<file path="config.mk">
export PLATFORM = sky130hd
export DESIGN_NAME = ifu
export DESIGN_NICKNAME = d
export VERILOG_FILES = /design/src/rtl/ifu.sv
export SDC_FILE = /design/constraint.sdc
export NUM_CORES = 1
export LEC_CHECK = 0
export ABC_CLOCK_PERIOD_IN_PS = 3600
export CORE_UTILIZATION = 40
export DETAILED_ROUTE_END_ITERATION = 10
export PLACE_DENSITY_LB_ADDON = 0.25
export SYNTH_ARGS = -nofsm -noshare
export SYNTH_HDL_FRONTEND = slang
export SYNTH_SLANG_ARGS = --single-unit
export TNS_END_PERCENT = 30
</file>
<file path="constraint.sdc">
create_clock -name clk -period 3.6 [get_ports clk]
set_input_delay 0.54 -clock clk [delete_from_list [all_inputs] [get_ports clk]]
set_output_delay 0.54 -clock clk [all_outputs]
set_load 0.02 [all_outputs]
</file>
<file path="src/rtl/ifu.sv">
// ============================================================================
// Module   : ifu
// Purpose  : Instruction fetch unit. Pipelined imem requests with credit-based
//            flow control, in-order response queue, redirect flush/drop.
//            Optional macro IFU_BYPASS_EN: empty-queue response bypass to decode.
// Revision : 1.0 - initial release
// ============================================================================
`default_nettype none

module ifu #(
    parameter int                XLEN     = 64,
    parameter int                DEPTH    = 4,
    parameter logic [XLEN-1:0]   RESET_PC = 64'h0000_0000_8000_0000
) (
    input  logic            clk,
    input  logic            rst,
    output logic            imem_req_valid,
    input  logic            imem_req_ready,
    output logic [XLEN-1:0] imem_req_addr,
    input  logic            imem_resp_valid,
    input  logic [31:0]     imem_resp_instr,
    input  logic            redirect_valid,
    input  logic [XLEN-1:0] redirect_pc,
    output logic            instr_valid,
    input  logic            instr_ready,
    output logic [31:0]     instr,
    output logic [XLEN-1:0] instr_pc
);

    localparam int              c_PW   = $clog2(DEPTH);
    localparam int              c_CW   = c_PW + 1;
    localparam logic [c_CW:0]   c_FULL = (c_CW + 1)'(DEPTH);
    localparam logic [31:0]     c_NOP  = 32'h0000_0013;

    logic [XLEN-1:0] r_fetch_pc;
    logic [XLEN-1:0] r_resp_pc;
    logic [31:0]     r_q_instr [DEPTH];
    logic [XLEN-1:0] r_q_pc    [DEPTH];
    logic [c_PW-1:0] r_head;
    logic [c_PW-1:0] r_tail;
    logic [c_CW-1:0] r_count;
    logic [c_CW-1:0] r_inflight;
    logic [c_CW-1:0] r_drop;

    logic            w_credit_ok;
    logic            w_req_hs;
    logic            w_resp_keep;
    logic            w_q_empty;
    logic            w_bypass;
    logic            w_pop;
    logic            w_q_pop;
    logic            w_push;
    logic [XLEN-1:0] w_redir_pc;

    // Queued plus outstanding instructions never exceed DEPTH, so every
    // response is guaranteed a free slot.
    assign w_credit_ok    = ({1'b0, r_inflight} + {1'b0, r_count}) < c_FULL;
    assign imem_req_valid = !rst && !redirect_valid && w_credit_ok;
    assign imem_req_addr  = r_fetch_pc;
    assign w_req_hs       = imem_req_valid && imem_req_ready;
    assign w_redir_pc     = redirect_pc & ~XLEN'(3);

    assign w_resp_keep    = imem_resp_valid && (r_drop == '0) && !redirect_valid;
    assign w_q_empty      = (r_count == '0);

`ifdef IFU_BYPASS_EN
    assign w_bypass       = w_q_empty && w_resp_keep;
`else
    assign w_bypass       = 1'b0;
`endif

    assign instr_valid    = !w_q_empty || w_bypass;
    assign w_pop          = instr_valid && instr_ready && !redirect_valid;
    assign w_q_pop        = w_pop && !w_q_empty;
    assign w_push         = w_resp_keep && !(w_bypass && instr_ready);

    always_comb begin
        instr    = c_NOP;
        instr_pc = '0;
        if (!w_q_empty) begin
            instr    = r_q_instr[r_head];
            instr_pc = r_q_pc[r_head];
        end else if (w_bypass) begin
            instr    = imem_resp_instr;
            instr_pc = r_resp_pc;
        end
    end

    // r_resp_pc is the address of the next kept response: the stream is
    // sequential from the last redirect, and all older responses are dropped.
    always_ff @(posedge clk) begin
        if (rst) begin
            r_fetch_pc <= RESET_PC;
            r_resp_pc  <= RESET_PC;
            r_head     <= '0;
            r_tail     <= '0;
            r_count    <= '0;
            r_inflight <= '0;
            r_drop     <= '0;
        end else if (redirect_valid) begin
            r_fetch_pc <= w_redir_pc;
            r_resp_pc  <= w_redir_pc;
            r_head     <= '0;
            r_tail     <= '0;
            r_count    <= '0;
            r_inflight <= r_inflight - c_CW'(imem_resp_valid);
            r_drop     <= r_inflight - c_CW'(imem_resp_valid);
        end else begin
            if (w_req_hs)
                r_fetch_pc <= r_fetch_pc + XLEN'(4);
            if (w_resp_keep)
                r_resp_pc <= r_resp_pc + XLEN'(4);
            r_inflight <= r_inflight + c_CW'(w_req_hs) - c_CW'(imem_resp_valid);
            if (imem_resp_valid && (r_drop != '0))
                r_drop <= r_drop - c_CW'(1);
            if (w_push)
                r_tail <= r_tail + c_PW'(1);
            if (w_q_pop)
                r_head <= r_head + c_PW'(1);
            r_count <= r_count + c_CW'(w_push) - c_CW'(w_q_pop);
        end
    end

    always_ff @(posedge clk) begin
        if (w_push) begin
            r_q_instr[r_tail] <= imem_resp_instr;
            r_q_pc[r_tail]    <= r_resp_pc;
        end
    end

    a_resp_has_slot: assert property (@(posedge clk) disable iff (rst)
        imem_resp_valid |-> ((r_inflight != '0) &&
                             ((r_drop != '0) || redirect_valid || (r_count != c_CW'(DEPTH)))));

endmodule

`default_nettype wire
</file>
---- Word-level counts from Yosys, hierarchy flattened ----
Memory sizes are Yosys's and may differ from the RTL's. A register that Yosys moved wholly into a read port is not among the register bits.
Cells that the tools add are included.
word-level totals
  bits in registers ....................... 141
  bits in writable memories ............... 384
  output and inout port bits .............. 162
  word-level logic and storage cells ...... 57
  memories ................................ 2
cells by class
  add/subtract/negate cells ............... 11
  magnitude comparators ................... 1
  multiplexer cells ....................... 15
  reduce and logical (&&, ||, !) cells .... 19
memory list
  memory     words  bits a word  rd ports  clocked after Yosys merged registers in  write ports  line  source
  r_q_pc     4      64           1         1                                        1            38    logic [XLEN-1:0] r_q_pc [DEPTH];
  r_q_instr  4      32           1         1                                        1            37    logic [31:0] r_q_instr [DEPTH];
operators by type and width
  cell                                                        count
  2-to-1 mux 64 bit                                           5
  adder 64 x 3 -> 64 bit, second input constant               2
  2-to-1 mux 32 bit                                           1
  logical AND 1 bit                                           9
  2-to-1 mux 3 bit                                            3
  subtractor 3 x 1 -> 3 bit                                   3
  2-to-1 mux 2 bit                                            4
  adder 3 x 1 -> 3 bit                                        2
  zero test 3 bit                                             2
  nonzero test 2 bit                                          3
  adder 2 x 1 -> 2 bit, second input constant                 2
  adder 3 x 3 -> 4 bit                                        1
  less-than comparator 4 x 3 -> 1 bit, second input constant  1
  zero test 1 bit                                             3
  nonzero test 3 bit                                          1
  subtractor 3 x 1 -> 3 bit, second input constant            1
  2-to-1 mux 1 bit                                            2
  OR reduction 2 bit                                          1

---- Logic depth before layout (Yosys ltp) ----
Gate-level depths: netlist of the first run.
  word-level depth ........................ 7
  gate-level depth with buffers ........... 14

---- Worst setup path before layout of the first run ----
No wires, ideal clock.
  path kind ............................... input port to flip-flop
  from .................................... in redirect_valid
  to ...................................... mem r_q_instr[0][0], enable pin
  arrival ................................. 3434 ps
  setup slack ............................. -298 ps
  cell stages on the path ................. 4
  path buffers ............................ 2
  cells stage by stage .................... inv_1 clkbuf_1 clkbuf_1 and3_1
between the ends
  word-level cells in the longest chain between the ends .. 4
ends and longest elaborated chain
  what                                    line  source
  start: declaration                      22    input logic redirect_valid,
  zero test 1 bit                         63    assign w_resp_keep = imem_resp_valid && (r_drop == '0) && !redirect_valid;
  logical AND 1 bit                       63
  2-to-1 mux 1 bit                        125   if (w_push) begin
  2-to-1 mux 1 bit (implied by the code)  126   r_q_instr[r_tail] <= imem_resp_instr;
  end: declaration                        37
No other way between the ends.

==> results.txt, run 1 <==
EDFF count, synth -> 376
sum of negative setup slack -> 0 ps
Post-synth ARST share -> 0
sequential share of the synthesized area -> 0.636
max incr delay on CP -> 610 ps
post-detail-place hpwl -> 39.6 mm
DR vias -> 14700
Setup CP Type -> flop to output port
Sw Share -> 0.232
crit-path cells -> buf_12, mux4_2, and2_1, clkdlybuf4s50_1
cell count after synthesis -> 1609
drt pass-1 iters -> 5
Worst Reg-to-Reg Cells -> 6
Layout Nets -> 2003
chip width -> 237 µm
Non-Filler Instances -> 2625
GPL Wtd Cong -> 0.900
Fin. Hold Viols -> 0
postcts setup bufs -> 0
CP Depth -> 4
worst path bufs/invs -> 2
cts hold-fix bufs -> 0
Crit path max-delay family -> buffers and inverters
core area -> 54200 µm²
Vert. Die Dim -> 237 µm
RSZ-0062 raised after global routing -> false
CTS Buf Count -> 55
H-tree Lvls -> 2
largest area contributor in the synthesized netlist -> edfxtp_1
Syn Area/Cell -> 13.7 µm²
Pwr Density -> 488 nW/µm²
Pint -> 0.0103 W
CTS resizes -> 0
yosys warns -> 0
Overall Power -> 0.0134 W
gr ovfl total -> 0
slowest cell on the critical path -> mux4_2
worst hold path class -> input pin to flop
top cells by area, synth -> edfxtp_1 51%, dfxtp_1 13%, mux4_2 9.6%
largest net degree at the start of global routing -> 95
largest fanout on the critical path -> 58
Clock Tree Root -> clkbuf_16
Final Cycle Share -> 0.925
Final min period -> 3330 ps
Synth top area share -> 0.510
Worst EP arrival -> 2790 ps
Area Overhead vs Synth -> 24.1%
Syn Std Cell Area -> 22100 µm²
final-report max-slew violation count -> 0
Worst-path clk slew -> 60 ps
CP endpoint kind -> output port
status -> completed
total global routing track utilization -> 0.213
most common cell after layout, fill and taps aside -> edfxtp_1
combinational fraction of design power -> 0.084
Worst Setup Start Kind -> flop
WHS -> 384 ps
most frequent cells in the layout -> 376 x edfxtp_1, 255 x clkdlybuf4s50_1, 137 x dfxtp_1
Initial Util -> 0.408
layout cell share with drive strength beyond 1 -> 0.132
P_sw -> 0.00310 W
RR Endpoint -> r_resp_pc[45]
drt via density -> 5.62
Max Cap Viol -> 0
Yosys reg bits -> 515
fmax -> 300 MHz
first-pass GRT wire length -> 90.6 mm
worst-case clock skew -> 24.9 ps
Longest Clk Path Bufs -> 3
DRT iter0 DRCs -> 1202
FF-to-FF setup slack -> 610 ps
TritonCTS clock tree -> built
wire per inst -> 22.8 µm
Yosys cell types -> 71
CP endpoint -> instr_pc[31]
final wirelength -> 59.9 mm
Placement Rows -> 85
ANT nets after route -> 0
Worst slew margin -> 0.248
vias in the first global route -> 14600
Clk Latency, worst-skew pair -> 610 ps
IR drop worst, VDD -> 300 µV
Clock power frac -> 0.410
CP required -> 3060 ps
worst-margin pin slew -> 1120 ps
placed insts -> 2522
Post-synth top flop -> edfxtp_1
sequential power share -> 0.506
die area -> 56200 µm²
Clock Sinks -> 515
DRC -> 0
Cells on Worst Hold Path -> 3
final setup vio count -> 0
FF-to-FF Start -> r_resp_pc[9]
Port Buffer Count -> 257
initial antenna violation count -> 1
Leak -> 8.93 nW
# IOs -> 264
==> synthesized netlist by cell type, types with 40 or more instances <==
| library cell | instances |
|---|---|
| edfxtp_1 | 376 |
| o21ai_0 | 40 |
| xor2_1 | 41 |
| nand2_1 | 88 |
| dfxtp_1 | 139 |
| nand4_1 | 46 |
| mux4_2 | 94 |
| and2_1 | 105 |
| nor2_1 | 111 |
| a21oi_1 | 48 |
| nand3_1 | 63 |
| clkbuf_1 | 62 |
==> flip-flops by register name, summed over array words and instances (netlist names), named ones only <==
signal         flops
imem_req_addr     62
r_count            3
r_drop             3
r_head             2
r_inflight         3
r_q_instr        128
r_q_pc           248
r_resp_pc         62
r_tail             2
==> tightest hold or removal path, cell delays in order <==
cell,delay (ps)
buf_2,160
nand2_1,140
o22ai_1,90
==> cell type report <==
class	instances	area (µm²)
multi-input combinational	973	7600
antenna	1	2.50
clock buffer	85	1600
clock inverter	17	151
fill	4635	26800
sequential	515	14100
inverter	35	133
timing repair buffer	303	3010
tap	696	871
==> worst min path at each step <==
stage | start | end
after detailed placement | imem_req_addr[51] | imem_req_addr[51]
after CTS | redirect_valid | r_resp_pc[59]
final | redirect_valid | r_resp_pc[59]
after floorplan | r_tail[1] | r_tail[1]
after global placement | imem_req_addr[51] | imem_req_addr[51]
after global routing | redirect_valid | r_resp_pc[59]
==> through the flow <==
step                area (µm²)   util  setup WS, ps
floorplan                22100      -           247
global placement         25700  0.474           489
detailed placement       25700  0.474           435
CTS                      27500  0.506           172
global route             27500  0.506          98.6
finish                   27500  0.506           270
==> logic make-up (layout without fill, tap and decap cells) <==
family / Yosys count / count (layout) / synth area share
AND/OR/NAND/NOR: 560 / 560 / 0.138
multiplexers: 104 / 104 / 0.100
XOR/XNOR: 75 / 75 / 0.0297
AO/OA/AOI/OAI: 212 / 212 / 0.0627
adder cells (fa/ha/maj): 18 / 18 / 0.0109
buffers and inverters: 124 / 440 / 0.0219
flip-flops: 515 / 515 / 0.636
other: 1 / 5 / 0.000170
==> per-layer routing <==
layer	track usage	routed length [µm]	up-vias
met5	0	13	-
met4	0.0692	1480	2
met3	0.0346	3480	83
met2	0.328	27300	481
met1	0.307	27600	7455
li1	-	-	6723
==> power by group through the flow <==
stage	sequential (W)	clock, W	combinational [W]
2_1_floorplan	0.00688	0	0.000540
3_3_place_gp	0.00689	0	0.00112
3_5_place_dp	0.00690	0	0.00113
4_1_cts	0.00678	0.00561	0.00113
5_1_grt	0.00680	0.00581	0.00121
6_report	0.00678	0.00548	0.00112
No activity file was read; power rests on OpenSTA's default activity.
==> run 2, diff against run 1 <==
--- a/config.mk
+++ b/config.mk
@@ -5,7 +5,7 @@
 export SDC_FILE = /design/constraint.sdc
 export NUM_CORES = 1
 export LEC_CHECK = 0
-export ABC_CLOCK_PERIOD_IN_PS = 3600
+export ABC_CLOCK_PERIOD_IN_PS = 3400
 export CORE_UTILIZATION = 40
 export DETAILED_ROUTE_END_ITERATION = 10
 export PLACE_DENSITY_LB_ADDON = 0.25
==> constraint.sdc (replaced) <==
create_clock -name clk -period 3.4 [get_ports clk]
set_input_delay 0.51 -clock clk [delete_from_list [all_inputs] [get_ports clk]]
set_output_delay 0.51 -clock clk [all_outputs]
set_load 0.02 [all_outputs]
==> run 2 against run 1 <==
Compared with the run above:
- worst hold slack gained 35 ps
- sequential power up 5.8%
- total power up 7.9%
- worst setup slack got worse by 88 ps
- register-to-register slack worse by 130 ps
- global-route usage hardly changed
- sequential share of layout area fell by 0.49 points
- critical endpoint is now instr[0]
- largest cell class unchanged
==> results.txt, run 2 (synthesized netlist as in run 1, its figures left out) <==
status -> completed (unchanged)
Area Overhead vs Synth -> 25.3% (was 24.1%)
Fin. Hold Viols -> 0 (unchanged)
final setup vio count -> 0 (unchanged)
initial antenna violation count -> 1 (unchanged)
pre-CTS setup slack -> 241 ps (was 435 ps)
CTS Buf Count -> 54 (was 55)
largest net degree at the start of global routing -> 93 (was 95)
postcts setup bufs -> 0 (unchanged)
fillcell total -> 4677 (was 4635)
GRT busiest layer -> met2 (unchanged)
Worst Setup Start Kind -> flop (unchanged)
worst-margin pin slew -> 1050 ps (was 1120 ps)
Worst-path clk slew -> 60 ps (about the same)
TritonCTS clock tree -> built (unchanged)
sum of negative setup slack -> 0 ps (unchanged)
final-report max-slew violation count -> 0 (unchanged)
H-tree Lvls -> 2 (unchanged)
worst-case clock skew -> 26.0 ps (was 24.9 ps)
post-route setup slack -> 182 ps (was 270 ps)
Clk Latency, worst-skew pair -> 610 ps (about the same)
Setup CP Type -> flop to output port (unchanged)
IR drop worst, VDD -> 317 µV (was 300 µV)
Clock Tree Root -> clkbuf_16 (unchanged)
GPL Wtd Cong -> 0.962 (was 0.900)
largest fanout on the critical path -> 42 (was 58)
Worst Reg-to-Reg Cells -> 12 (was 6)
Worst slew margin -> 0.292 (was 0.248)
CP required -> 2890 ps (was 3060 ps)
hold wc startpoint -> redirect_valid (unchanged)
most common cell after layout, fill and taps aside -> edfxtp_1 (unchanged)
DR vias -> 14900 (was 14700)
Vert. Die Dim -> 237 µm (unchanged)
Max Cap Viol -> 0 (unchanged)
wire per inst -> 22.8 µm (about the same)
Placement Rows -> 85 (unchanged)
Leak -> 9.06 nW (was 8.93 nW)
core area -> 54200 µm² (unchanged)
DRC -> 0 (unchanged)
max reg flops -> 248 (unchanged)
worst hold path class -> input pin to flop (unchanged)
layout cell share with drive strength beyond 1 -> 0.139 (was 0.132)
CP endpoint kind -> output port (unchanged)
Cells on Worst Hold Path -> 3 (unchanged)
Port Buffer Count -> 257 (unchanged)
drt pass-1 iters -> 5 (unchanged)
GR Util met2 -> 0.333 (was 0.328)
die area -> 56200 µm² (unchanged)
CTS resizes -> 0 (unchanged)
vias in the first global route -> 14500 (was 14600)
# IOs -> 264 (unchanged)
Clock Sinks -> 515 (unchanged)
cts hold-fix bufs -> 0 (unchanged)
DRT iter0 DRCs -> 1178 (was 1202)
total global routing track utilization -> 0.213 (about the same)
diode count -> 0 (was 1)
first-pass GRT wire length -> 90.2 mm (was 90.6 mm)
GR Util met1 -> 0.303 (was 0.307)
fmax -> 311 MHz
Initial Util -> 0.408 (unchanged)
Worst EP arrival -> 2710 ps (was 2790 ps)
FF-to-FF Start -> r_count[1] (was r_resp_pc[9])
Pwr Density -> 521 nW/µm² (was 488 nW/µm²)
post-detail-place hpwl -> 40.0 mm (was 39.6 mm)
Final min period -> 3220 ps
gr ovfl total -> 0 (unchanged)
Longest Clk Path Bufs -> 3 (unchanged)
Layout Nets -> 2017 (was 2003)
Final Cycle Share -> 0.947
RSZ-0062 raised after global routing -> false (unchanged)
chip width -> 237 µm (unchanged)
Top reg by flops -> r_q_pc (unchanged)
final wirelength -> 60.0 mm (was 59.9 mm)
ANT nets after route -> 0 (unchanged)
drt via density -> 5.65 (was 5.62)
most frequent cells in the layout -> 376 x edfxtp_1, 255 x clkdlybuf4s50_1, 137 x dfxtp_1 (unchanged)
largest registers -> r_q_pc x248, r_q_instr x128 (unchanged)
met3 GRT Util -> 0.0399 (was 0.0346)
run 2: changes by cell type in the layout (fill, tap and decap cells not counted), moves of 5 or more:
cell,change
bufinv_16,+6
clkinv_2,+5
clkbuf_1,-11
clkbuf_8,-8
clkinv_1,+10
buf_12,+7
buf_4,+8
run 2: layout make-up:
cell class	instances	area, µm²	share of cell area
Clock buffer	64	1440	0.0520
Clock inverter	37	382	0.0138
Inverter	35	133	0.00478
Multi-Input combinational cell	973	7600	0.274
Sequential cell	515	14100	0.508
Tap cell	696	871	0.0314
Timing Repair Buffer	318	3210	0.116
run 2: routing by layer:
metal / up-vias / share of wire
met2: 556 / 0.46
li1: 6787 / -
met3: 99 / 0.070
met4: 2 / 0.024
met1: 7448 / 0.45
met5: - / 0.00020
run 2: where the power goes:
group,total [W],internal [W],switching (W)
Sequential,0.00717,0.00695,0.000213
Combinational,0.00121,0.000554,0.000657
Clock,0.00606,0.00361,0.00245
Total,0.0144,0.0111,0.00332
run 2: path summary, 6_finish.rpt:
| check | endpoint | slack, ps |
|---|---|---|
| setup reg to reg | r_inflight[2] | 480 |
| hold / removal | r_resp_pc[40] | 420 |
| setup / recovery | instr[0] | 180 |
| hold reg to reg | imem_req_addr[51] | 510 |
run 2: per-stage QoR:
step | hold WS [ps] | utilization | std cells | power, W | instance area [µm²]
after floorplan | 469 | - | 1612 | 0.00786 | 22100
after global placement | 486 | 0.477 | 2537 | 0.00848 | 25900
after detailed placement | 500 | 0.477 | 2537 | 0.00851 | 25900
after CTS | 362 | 0.511 | 2638 | 0.0146 | 27700
after global routing | 415 | 0.511 | 2638 | 0.0149 | 27700
final | 419 | 0.511 | 2638 | 0.0144 | 27700
run 2: critical path, stage by stage (launching register included):
cell             delay (ps)
dfxtp_4                 380
buf_12                  320
mux4_2                  540
or2_2                   290
clkdlybuf4s50_1         540
